### config.mk
export PLATFORM = sky130hd
export DESIGN_NAME = instr_fetch_unit
export DESIGN_NICKNAME = d
export VERILOG_FILES = /design/src/rtl/cpu_pkg.sv /design/src/rtl/sync_fifo.sv /design/src/rtl/instr_fetch_unit.sv
export SDC_FILE = /design/constraint.sdc
export NUM_CORES = 1
export LEC_CHECK = 0
export ABC_CLOCK_PERIOD_IN_PS = 8420
export CAP_MARGIN = 10
export CORE_MARGIN = 4
export CORE_UTILIZATION = 40
export CTS_CLUSTER_SIZE = 10
export DETAILED_ROUTE_END_ITERATION = 8
export PLACE_DENSITY_LB_ADDON = 0.25
export RECOVER_POWER = 25
export SYNTH_ARGS = -nofsm -noshare
export SYNTH_HDL_FRONTEND = slang
export SYNTH_SLANG_ARGS = --single-unit
### constraint.sdc
create_clock -name clk -period 8.42 [get_ports clk]
set_input_delay 1.684 -clock clk [delete_from_list [all_inputs] [get_ports clk]]
set_output_delay 1.684 -clock clk [all_outputs]
set_load 0.02 [all_outputs]
### src/rtl/cpu_pkg.sv
// rtl/cpu_pkg.sv - shared CPU constants, types and helpers
// Purpose : constants and types shared by the fetch unit and its buffers.
// Contents: ILEN, NOP_INSTR, RESET_PC_DEFAULT, ibuf_entry_t, word_align().
package cpu_pkg;

  localparam int ILEN = 32;

  // addi x0, x0, 0
  localparam logic [ILEN-1:0] NOP_INSTR        = 32'h0000_0013;
  localparam logic [ILEN-1:0] RESET_PC_DEFAULT = 32'h0000_0000;

  // One instruction buffer slot: the fetched word and the address it came from.
  typedef struct packed {
    logic [ILEN-1:0] pc;
    logic [ILEN-1:0] instr;
  } ibuf_entry_t;

  function automatic logic [ILEN-1:0] word_align(input logic [ILEN-1:0] addr);
    return {addr[ILEN-1:2], 2'b00};
  endfunction

endpackage

### src/rtl/sync_fifo.sv
// rtl/sync_fifo.sv - synchronous FIFO with flush and occupancy count
// Purpose : single-clock FIFO; head entry is read straight from storage.
// Ports   : clk_i, rst_i (sync, active-high), flush_i (empty the FIFO),
//           push_i/push_data_i, pop_i/pop_data_o, full_o, empty_o, count_o.
module sync_fifo #(
  parameter  int WIDTH = 32,
  parameter  int DEPTH = 2,
  localparam int CW    = $clog2(DEPTH) + 1
) (
  input  logic             clk_i,
  input  logic             rst_i,
  input  logic             flush_i,
  input  logic             push_i,
  input  logic [WIDTH-1:0] push_data_i,
  input  logic             pop_i,
  output logic [WIDTH-1:0] pop_data_o,
  output logic             full_o,
  output logic             empty_o,
  output logic [CW-1:0]    count_o
);

  localparam int AW = (DEPTH > 1) ? $clog2(DEPTH) : 1;

  logic [WIDTH-1:0] mem_q [DEPTH];
  logic [AW-1:0]    wr_ptr_q, wr_ptr_d;
  logic [AW-1:0]    rd_ptr_q, rd_ptr_d;
  logic [CW-1:0]    count_q, count_d;
  logic             do_push, do_pop;

  function automatic logic [AW-1:0] ptr_inc(input logic [AW-1:0] p);
    if (p == AW'(DEPTH - 1)) return '0;
    return p + AW'(1);
  endfunction

  assign full_o     = (count_q == CW'(DEPTH));
  assign empty_o    = (count_q == '0);
  assign count_o    = count_q;
  assign pop_data_o = mem_q[rd_ptr_q];

  assign do_push = push_i && !full_o;
  assign do_pop  = pop_i && !empty_o;

  always_comb begin
    wr_ptr_d = do_push ? ptr_inc(wr_ptr_q) : wr_ptr_q;
    rd_ptr_d = do_pop  ? ptr_inc(rd_ptr_q) : rd_ptr_q;
    count_d  = count_q + CW'(do_push) - CW'(do_pop);
  end

  always_ff @(posedge clk_i) begin
    if (rst_i || flush_i) begin
      wr_ptr_q <= '0;
      rd_ptr_q <= '0;
      count_q  <= '0;
    end else begin
      wr_ptr_q <= wr_ptr_d;
      rd_ptr_q <= rd_ptr_d;
      count_q  <= count_d;
    end
  end

  // Storage needs no reset: entries are only visible through count_q.
  always_ff @(posedge clk_i) begin
    if (do_push) mem_q[wr_ptr_q] <= push_data_i;
  end

endmodule

### src/rtl/instr_fetch_unit.sv
// rtl/instr_fetch_unit.sv - IF stage: fetch PC, imem requests, IF/ID output buffer
// Purpose : owns the fetch PC, issues in-order word requests on a req/gnt +
//           rvalid bus, pairs each returned word with its PC and presents it
//           to IF/ID; honours stall and EX redirects, dropping wrong-path data.
// Ports   : clk, rst (sync, active-high)
//           stall_IF, redirect, redirect_PC          - pipeline control
//           imem_req/imem_addr/imem_gnt              - request channel
//           imem_rvalid/imem_rdata                   - in-order response channel
//           valid_IF, instr_IF, PC_IF, PCPlus4_IF    - IF/ID output
module instr_fetch_unit
  import cpu_pkg::*;
#(
  parameter logic [31:0] RESET_PC = RESET_PC_DEFAULT,
  parameter int          DEPTH    = 2
) (
  input  logic        clk,
  input  logic        rst,
  input  logic        stall_IF,
  input  logic        redirect,
  input  logic [31:0] redirect_PC,
  output logic        imem_req,
  output logic [31:0] imem_addr,
  input  logic        imem_gnt,
  input  logic        imem_rvalid,
  input  logic [31:0] imem_rdata,
  output logic        valid_IF,
  output logic [31:0] instr_IF,
  output logic [31:0] PC_IF,
  output logic [31:0] PCPlus4_IF
);

  localparam int CW = $clog2(DEPTH) + 1;

  logic [31:0]   fetch_pc_q, fetch_pc_d;
  logic [CW-1:0] outstanding_q, outstanding_d;
  logic [CW-1:0] drop_q, drop_d;

  logic          fire, rsp_drop, rsp_keep, ibuf_push, ibuf_pop;
  logic [CW:0]   credit_used;

  logic [31:0]   pcq_head;
  logic          pcq_full, pcq_empty;
  logic [CW-1:0] pcq_count;

  ibuf_entry_t   ibuf_in, ibuf_head;
  logic          ibuf_full, ibuf_empty;
  logic [CW-1:0] ibuf_count;

  // Every in-flight request and every buffered word holds one credit, so
  // neither queue can overflow however long the consumer stalls.
  assign credit_used = {1'b0, outstanding_q} + {1'b0, ibuf_count};
  assign imem_req    = !rst && !redirect && (credit_used < (CW+1)'(DEPTH));
  assign imem_addr   = fetch_pc_q;

  assign fire      = imem_req && imem_gnt;
  assign rsp_drop  = imem_rvalid && (drop_q != '0);
  assign rsp_keep  = imem_rvalid && (drop_q == '0);
  assign ibuf_push = rsp_keep && !redirect;
  assign ibuf_pop  = valid_IF && !stall_IF;
  assign ibuf_in   = '{pc: pcq_head, instr: imem_rdata};

  always_comb begin
    fetch_pc_d    = fire ? fetch_pc_q + 32'd4 : fetch_pc_q;
    outstanding_d = outstanding_q + CW'(fire) - CW'(imem_rvalid);
    drop_d        = drop_q - CW'(rsp_drop);
    if (redirect) begin
      fetch_pc_d = word_align(redirect_PC);
      // Everything still in flight after this cycle belongs to the old path.
      drop_d     = outstanding_d;
    end
  end

  always_ff @(posedge clk) begin
    if (rst) begin
      fetch_pc_q    <= RESET_PC;
      // Reset cannot cancel requests already granted on the bus, so the
      // in-flight count survives and all of it is marked for discard.
      outstanding_q <= outstanding_d;
      drop_q        <= outstanding_d;
    end else begin
      fetch_pc_q    <= fetch_pc_d;
      outstanding_q <= outstanding_d;
      drop_q        <= drop_d;
    end
  end

  // PC of every live (non-dropped) request, in issue order.
  sync_fifo #(
    .WIDTH (32),
    .DEPTH (DEPTH)
  ) u_pc_queue (
    .clk_i       (clk),
    .rst_i       (rst),
    .flush_i     (redirect),
    .push_i      (fire),
    .push_data_i (fetch_pc_q),
    .pop_i       (rsp_keep),
    .pop_data_o  (pcq_head),
    .full_o      (pcq_full),
    .empty_o     (pcq_empty),
    .count_o     (pcq_count)
  );

  // Returned words waiting for IF/ID; the head drives the outputs directly.
  sync_fifo #(
    .WIDTH ($bits(ibuf_entry_t)),
    .DEPTH (DEPTH)
  ) u_instr_buf (
    .clk_i       (clk),
    .rst_i       (rst),
    .flush_i     (redirect),
    .push_i      (ibuf_push),
    .push_data_i (ibuf_in),
    .pop_i       (ibuf_pop),
    .pop_data_o  (ibuf_head),
    .full_o      (ibuf_full),
    .empty_o     (ibuf_empty),
    .count_o     (ibuf_count)
  );

  assign valid_IF   = !ibuf_empty;
  assign instr_IF   = valid_IF ? ibuf_head.instr : NOP_INSTR;
  assign PC_IF      = valid_IF ? ibuf_head.pc    : 32'h0000_0000;
  assign PCPlus4_IF = PC_IF + 32'd4;

  always_ff @(posedge clk) begin
    if (imem_rvalid)
      assert (outstanding_q != '0) else $error("imem_rvalid with no request outstanding");
    if (!rst) begin
      assert (outstanding_q <= CW'(DEPTH)) else $error("outstanding exceeds DEPTH");
      assert (pcq_count == outstanding_q - drop_q) else $error("PC queue out of step with live requests");
      if (fire)      assert (!pcq_full)  else $error("PC queue overflow");
      if (rsp_keep)  assert (!pcq_empty) else $error("response with no PC queued");
      if (ibuf_push) assert (!ibuf_full) else $error("instruction buffer overflow");
    end
  end

endmodule
# Yosys cells after proc, flatten, opt, wreduce, memory -nomap -nowiden
# Memories as Yosys holds them, arrays and structs flattened. A register that Yosys moved wholly into a read port is not among the register bits.
# Cells that the tools add are included.
[totals]
ff_bits = 44
mem_bits_rw = 192
in_bits = 70
out_inout_bits = 130
word_cells = 80
mem_count = 2
[op_classes]
add_sub_neg = 14
order_cmp = 1
eq_ne = 2
mux = 26
reduce_logical = 25
[mem_list]
columns = ["name", "depth", "word_bits", "read_ports", "rd_clocked_by_memory_dff", "wr", "line", "source"]
rows = [
  ["u_instr_buf.mem_q", 2, 64, 1, 1, 1, "sync_fifo.sv:24", "logic [WIDTH-1:0] mem_q [DEPTH];"],
  ["u_pc_queue.mem_q", 2, 32, 1, 1, 1, "sync_fifo.sv:24", ""],
]
[ops]
columns = ["cell", "n"]
rows = [
  ["$mux W32", 4],
  ["$add A32 B3 Y32 const B", 2],
  ["$mux W1", 20],
  ["$logic_and A1 B1 Y1", 11],
  ["$sub A2 B1 Y2", 4],
  ["$logic_not A1 Y1", 7],
  ["$add A2 B1 Y2", 3],
  ["$logic_not A2 Y1", 3],
  ["$add A1 B1 Y1 const B", 4],
  ["$eq A2 B2 Y1 const B", 2],
  ["$mux W2", 2],
  ["$reduce_bool A2 Y1", 2],
  ["$add A2 B2 Y3", 1],
  ["$lt A3 B2 Y1 const B", 1],
  ["$reduce_or A2 Y1", 1],
  ["$logic_or A1 B1 Y1", 1],
]

# Longest topological paths before layout
# Gate-level depths: netlist of the first run.
[depth]
word_depth = 8
mapped_depth = 14
ltp_nobuf = 12

# Hierarchy
# Synthesis of the first run repeated with hierarchy kept, for this count alone.
[unflattened]
cells_unflattened = 811
hier_area_um2 = 10736.5
[by_module_without_submodules]
columns = ["module", "n_inst", "cells_each", "area_each_um2", "seq_area_each_um2"]
rows = [
  ["sync_fifo at u_instr_buf", 1, 228, 4855.9, 3943.8],
  ["instr_fetch_unit", 1, 454, 3330.7, 680.7],
  ["sync_fifo at u_pc_queue", 1, 129, 2549.9, 2021.9],
]

# Worst setup path before layout of the first run
# No wires, ideal clock.
[synth_timing]
path_type = "input-to-reg"
start = "in redirect"
end = "mem u_instr_buf.mem_q[0][0] (netlist bit) (enable)"
setup_ns = 0.635
arrival_time_ns = 8.066
required_ns = 7.785
slack_ns = -0.281
path_stages = 3
path_buffers = 2
cell_sequence = "clkbuf_1 -> clkbuf_1 -> nor4_1"
[synth_via]
elab_chain_cells = 5
[synth_lines]
columns = ["element", "line", "source"]
rows = [
  ["start, declared", "instr_fetch_unit.sv:19", "input logic redirect,"],
  ["$logic_not A1 Y1", "instr_fetch_unit.sv:58", "assign ibuf_push = rsp_keep && !redirect;"],
  ["$logic_and A1 B1 Y1", "instr_fetch_unit.sv:58", ""],
  ["$logic_and A1 B1 Y1", "sync_fifo.sv:40", "assign do_push = push_i && !full_o;"],
  ["$mux W1", "sync_fifo.sv:63", "if (do_push) mem_q[wr_ptr_q] <= push_data_i;"],
  ["$mux W1 (implied by the code)", "sync_fifo.sv:63", ""],
  ["end, declared", "sync_fifo.sv:24", ""],
]
# Every way passes these cells.

# Worst setup path after layout of the first run
[layout_timing]
start = "reg u_instr_buf.count_q[1], in the netlist u_instr_buf.count_o[1]"
end = "out PCPlus4_IF[26]"
[layout_via]
elab_chain_cells = 3
[layout_lines]
columns = ["element", "line", "source"]
rows = [
  ["start, declared", "sync_fifo.sv:27", "logic [CW-1:0] count_q, count_d;"],
  ["start signal, assigned", "sync_fifo.sv:57", "count_q <= count_d;"],
  ["$logic_not A2 Y1", "sync_fifo.sv:36", "assign empty_o = (count_q == '0);"],
  ["$mux W32", "instr_fetch_unit.sv:123", "assign PC_IF = valid_IF ? ibuf_head.pc : 32'h0000_0000;"],
  ["$add A32 B3 Y32", "instr_fetch_unit.sv:124", "assign PCPlus4_IF = PC_IF + 32'd4;"],
  ["end, declared", "instr_fetch_unit.sv:29", "output logic [31:0] PCPlus4_IF"],
]
# Every way passes these cells.

==> results of run 1 <==
## cells in the mapped netlist (all sizes together) (2+ instances only)
master / n
dfxtp: 44
nand3b: 8
xnor2: 18
a32oi: 2
a211oi: 8
and3: 9
and2: 12
nand3: 17
edfxtp: 184
inv: 19
clkbuf: 19
mux2i: 61
and4: 4
a41oi: 2
ha: 9
mux2: 36
xor2: 28
nor2b: 2
a22oi: 6
o22ai: 3
nor4: 12
a21oi: 16
buf: 29
o211ai: 2
nor2: 95
or3: 5
nand4: 23
nand2: 41
nor3: 17
o21ai: 16
a31oi: 14
## worst paths after layout
check / slack [ps] / end / start
hold reg to reg: 510 / outstanding_q[0] / outstanding_q[0]
setup / recovery: 2630 / PCPlus4_IF[26] / u_instr_buf.count_o[1]
setup reg to reg: 4680 / u_pc_queue.mem_q[0][11] / u_instr_buf.count_o[0]
hold / removal: 510 / outstanding_q[0] / outstanding_q[0]
## where the power goes
| part | leakage, nW | switching [mW] | internal, mW | total, mW |
|---|---|---|---|---|
| clock network | 0.374 | 0.412 | 0.627 | 1.04 |
| registers | 2.04 | 0.0397 | 1.29 | 1.33 |
| logic | 1.92 | 0.192 | 0.145 | 0.337 |
## critical path, stage by stage, from the launching register on
cell and delay, ps:
dfxtp_1 450, nor2_4 60, buf_4 370, inv_1 270, nand2_1 100, inv_1 90, ha_1 230, nand4_1 600
nor4_1 540, xor2_1 200, clkdlybuf4s50_1 640
## layer usage
metal | up-vias | GRT usage
li1 | 3213 | -
met1 | 3183 | 0.246
met2 | 266 | 0.243
met3 | 30 | 0.0365
met4 | 0 | 0.0352
met5 | - | 0
## per-stage QoR
step           setup slack [ps]  cell area (µm²)  instances  hold slack (ps)   util
2_1_floorplan              2350            10100        776              469      -
3_3_place_gp               3160            12300       1251              497  0.499
3_5_place_dp               3150            12300       1251              500  0.499
4_1_cts                    2580            13100       1300              513  0.531
5_1_grt                    2230            13100       1300              558  0.530
6_report                   2630            13100       1300              512  0.530
## registers in the layout (all words and copies together) (netlist names), named ones only
signal,count
drop_q,2
imem_addr,30
outstanding_q,2
u_instr_buf.count_o,2
u_instr_buf.mem_q,124
u_instr_buf.rd_ptr_q,1
u_instr_buf.wr_ptr_q,1
u_pc_queue.count_o,2
u_pc_queue.mem_q,60
u_pc_queue.rd_ptr_q,1
u_pc_queue.wr_ptr_q,1
## kinds of logic (layout without fill, tap and decap cells)
| kind of cell | count (synthesis) | in the layout |
|---|---|---|
| adders and majority gates | 10 | 10 |
| muxes | 97 | 97 |
| AOI/OAI and AO/OA | 74 | 74 |
| other | 1 | 6 |
| and+or+nand+nor | 248 | 248 |
| buffers and inverters | 67 | 267 |
| xor gates and xnor gates | 46 | 46 |
| DFF | 228 | 228 |
## layout make-up
cell class,instances,area (µm²)
fillers,2125,11600
flip-flops and latches,228,6410
multi-input cells,481,3410
repair buffers,199,1970
clock buffers,47,751
well taps,324,405
inverters,19,71.3
clock inverters,2,35.0
==> qor.yml, run 1 <==
status: "finished with violations"
violations: "max-capacitance violations, max-slew violations"
drive_above_1_share: 0.0789
io-pin-count: 200
met1_length_um: 11500
synth_edf_count: 184
avgSynthCellArea_um2: 13.1
cap_violations: 1
synth-simple-area-share: 0.129
min_path_cells: 1
dieHeight_um: 167
synth_area_um2: 10100
ys.flop_type: "edfxtp_1"
ys_seq_area_frac: 0.635
grt_start_max_net_pins: 75
leakagePower_nw: 4.34
top_layer: "met4"
post_cts_buffers: 0
hpwl_um: 16000
mostFrequentLayoutCell: "edfxtp_1"
synth_top_cells_by_area: "edfxtp_1 55%, dfxtp_1 8.7%, mux2i_1 6.0%"
post_cts_resized: 0
gp_congestion: 0.850
synth_compound_area_frac: 0.0493
grt_usage: 0.163
first_global_vias: 6499
slew_headroom: -0.181
fp.dieW_um: 167
drtIter0Drc: 540
grt_overflow_total: 0
synth.distinct_cells: 55
floorplan.initialDensity: 0.410
max_freq_mhz: 173
drtAntennaViolNets: 0
clock_path_buffers: 3
post-route-period-util: 0.688
synth_top_family_by_area: "simple AND/OR/NAND/NOR gates"
yosysWarnings: 0
r2r_cells: 6
diodes: 0
holdBufCountCts: 0
root_buffer: "clkbuf_16"
rows: 57
vias: 6692
ys_ff_latch: 228
core_um2: 24600
power.density_nw_per_um2: 207
tightest_slew_ps: 1770
cts-buffers-inserted: 27
nets: 1036
critPathKind: "reg2out"
viasPerCell: 5.15
drc_errors: 0
async_reset_ff_frac: 0
synth_top_cell_by_area: "edfxtp_1"
path_max_fanout: 74
critPathCaptureType: "primary output"
max-vdd-ir-drop_mv: 0.128
worst_clock_skew_ps: 6.79
die-area_um2: 27800
period_needed_ps: 5790
wl_met3_um: 1890
antenna_found_initial: 0
synth_top_area_share: 0.547
critPathArrivalTime_ps: 4110
setup_violations: 0
muxShareOfSynthArea: 0.101
synth_xor_area_frac: 0.0399
hp-class: "reg2reg"
grt_first_pass_wirelength_um: 37000
clk_pin_slew_ps: 50
htreeDepth: 1
area_growth_pct: 29.3
slew_viol_final: 31
wl_um: 23700
first_pass_iters: 5
totalNegativeSetupSlack_ps: 0
cp-start-kind: "flip-flop"
mostFrequentLayoutCells: "184 x edfxtp_1, 183 x clkdlybuf4s50_1, 87 x nor2_1, 61 x mux2i_1, 43 x dfxtp_1"
clk_latency_ps: 510
synth_cells: 771
synthAdderAreaFrac: 0.0131
final-hold-violation-count: 0
cts.sinks: 228
rsz0062_at_grt: "no"
cts_tree: "built"
wl_per_cell_um: 18.3
io_buffers: 191
required_ps: 6740
route.met2.wl_um: 10000
p_total_mw: 2.71
Power figures use the tool's default switching activity.
==> run 2, diff against run 1 <==
Settings changed: ABC_CLOCK_PERIOD_IN_PS 8420 to 6000.
Clock period 8.42 ns to 6 ns, I/O delays scaled along.
==> run 2 against run 1 <==
  * Critical endpoint unchanged
  * The run now ends clean
  * Clock skew is 12 ps higher
  * Global-route usage is 0.25 points higher
  * Final cell count is 0.23% higher
  * Non-clock buffer count is 2 higher
==> qor.yml, run 2 (synthesis results as in run 1) <==
hp-class: "reg2reg"  # unchanged
place_inst: 1253  # was 1251
drc_errors: 0  # unchanged
floorplan.initialDensity: 0.410  # unchanged
grt_first_pass_wirelength_um: 37700  # was 37000 µm
max_freq_mhz: 194
final-hold-violation-count: 0  # unchanged
fp.dieW_um: 167  # unchanged
first_pass_iters: 7  # was 5
nets: 1038  # was 1036
setup_violations: 0  # unchanged
holdPathEnd: "outstanding_q[0]"  # unchanged
totalNegativeSetupSlack_ps: 0  # unchanged
core_um2: 24600  # unchanged
r2r_end: "drop_q[1]"  # was u_pc_queue.mem_q[0][11]
post_cts_resized: 0  # unchanged
p_int_mw: 2.89  # was 2.06 mW
drtIter0Drc: 555  # was 540
holdBufCountCts: 0  # unchanged
antenna_found_initial: 0  # unchanged
clock_path_buffers: 3  # unchanged
htreeDepth: 1  # unchanged
combPwrFrac: 0.125  # about the same
p_seq_frac: 0.491  # about the same
hpwl_um: 16500  # was 16000 µm
first_global_vias: 6560  # was 6499
period_needed_ps: 5140
power_switching_uw: 912  # was 644 µW
min-delay-start: "outstanding_q[0]"  # unchanged
fill_cells: 2093  # was 2125
min_path_cells: 1  # unchanged
io-pin-count: 200  # unchanged
slew_viol_final: 0  # was 31
rrSetupSlack_ps: 2400  # was 4680 ps
grt_usage: 0.166  # was 0.163
viasPerCell: 5.20  # was 5.15
clk_latency_ps: 530  # was 510 ps
clkPwrFrac: 0.385  # was 0.384
grt_start_max_net_pins: 63  # was 75
cts-buffers-inserted: 27  # unchanged
status: "completed"  # was finished with violations
cts_tree: "built"  # unchanged
rows: 57  # unchanged
post_cts_buffers: 0  # unchanged
cap_violations: 0  # was 1
cp-start-kind: "flip-flop"  # unchanged
fin_cells: 1303  # was 1300
grt_overflow_total: 0  # unchanged
drtAntennaViolNets: 0  # unchanged
wl_um: 23900  # was 23700 µm
critPathCaptureType: "primary output"  # unchanged
critPathKind: "reg2out"  # unchanged
post-route-period-util: 0.857
vias: 6772  # was 6692
r2r_cells: 12  # was 6
clk_pin_slew_ps: 50  # about the same
power.density_nw_per_um2: 291  # was 207 nW/µm²
rsz0062_at_grt: "no"  # unchanged
diodes: 0  # unchanged
largest-register: "u_instr_buf.mem_q"  # unchanged
gp_congestion: 0.837  # was 0.850
area_growth_pct: 29.5  # was 29.3%
wl_per_cell_um: 18.4  # was 18.3 µm
tightest_slew_ps: 1210  # was 1770 ps
mostFrequentLayoutCell: "edfxtp_1"  # unchanged
cts.sinks: 228  # unchanged
dieHeight_um: 167  # unchanged
leakagePower_nw: 4.35  # was 4.34 nW
max-vdd-ir-drop_mv: 0.182  # was 0.128 mV
root_buffer: "clkbuf_16"  # unchanged
switching_share: 0.240  # was 0.238
path_max_fanout: 44  # was 74
required_ps: 4800  # was 6740 ps
mostFrequentLayoutCells: "184 x edfxtp_1, 159 x clkdlybuf4s50_1, 87 x nor2_1, 61 x mux2i_1, 43 x dfxtp_1"  # was 184 x edfxtp_1, 183 x clkdlybuf4s50_1, 87 x nor2_1, 61 x mux2i_1, 43 x dfxtp_1
worst_clock_skew_ps: 18.5  # was 6.79 ps
largest_register_ffs: 124  # unchanged
critPathArrivalTime_ps: 3940  # was 4110 ps
die-area_um2: 27800  # unchanged
drive_above_1_share: 0.110  # was 0.0789
slew_headroom: 0.190  # was -0.181
io_buffers: 191  # unchanged
r2r-start: "u_instr_buf.count_o[0]"  # unchanged
## run 2: how the worst max path moves through the flow
stage               from                      end  slack [ps]
3_5_place_dp   flip-flop           PCPlus4_IF[26]        1310
5_1_grt        flip-flop           PCPlus4_IF[26]         600
4_1_cts        flip-flop           PCPlus4_IF[26]         740
3_3_place_gp   flip-flop           PCPlus4_IF[26]        1350
2_1_floorplan   redirect  u_instr_buf.mem_q[0][0]         410
6_report       flip-flop           PCPlus4_IF[26]         860
## run 2: area by class of cell
class                   count  area [µm²]  share of cell area
flip-flops and latches    228        6410               0.490
inverters                  19        71.3             0.00546
multi-input cells         481        3400               0.260
clock inverters             2        13.8             0.00105
clock buffers              48         785              0.0600
well taps                 324         405              0.0310
repair buffers            201        1990               0.152
## run 2: critical path, cell delays in order, from the launching register on
cell	delay, ps
dfxtp_4	750
mux2_2	280
nand2_1	70
inv_1	90
ha_1	230
nand4_1	610
nor4_1	550
xor2_1	170
clkdlybuf4s50_1	630
## run 2: power groups by stage
stage,Combinational [mW],Clock (mW),Sequential [mW]
final,0.473,1.46,1.86
after global routing,0.520,1.58,1.87
after CTS,0.484,1.50,1.86
after detailed placement,0.481,0,1.90
after global placement,0.475,0,1.89
after floorplan,0.265,0,1.90
## run 2: metal layers
layer	part of all wire	GRT usage
met5	0	0
met4	0.012	0.0356
met3	0.083	0.0424
met2	0.42	0.243
met1	0.48	0.250
## run 2: stage by stage
| stage | area [µm²] | utilization | hold slack, ps | total power [mW] | setup WS (ps) |
|---|---|---|---|---|---|
| floorplan | 10100 | - | 469 | 2.16 | 415 |
| global placement | 12300 | 0.499 | 489 | 2.37 | 1350 |
| detailed placement | 12300 | 0.499 | 502 | 2.38 | 1310 |
| CTS | 13100 | 0.531 | 515 | 3.85 | 740 |
| global route | 13100 | 0.531 | 548 | 3.98 | 595 |
| finish | 13100 | 0.531 | 510 | 3.80 | 858 |
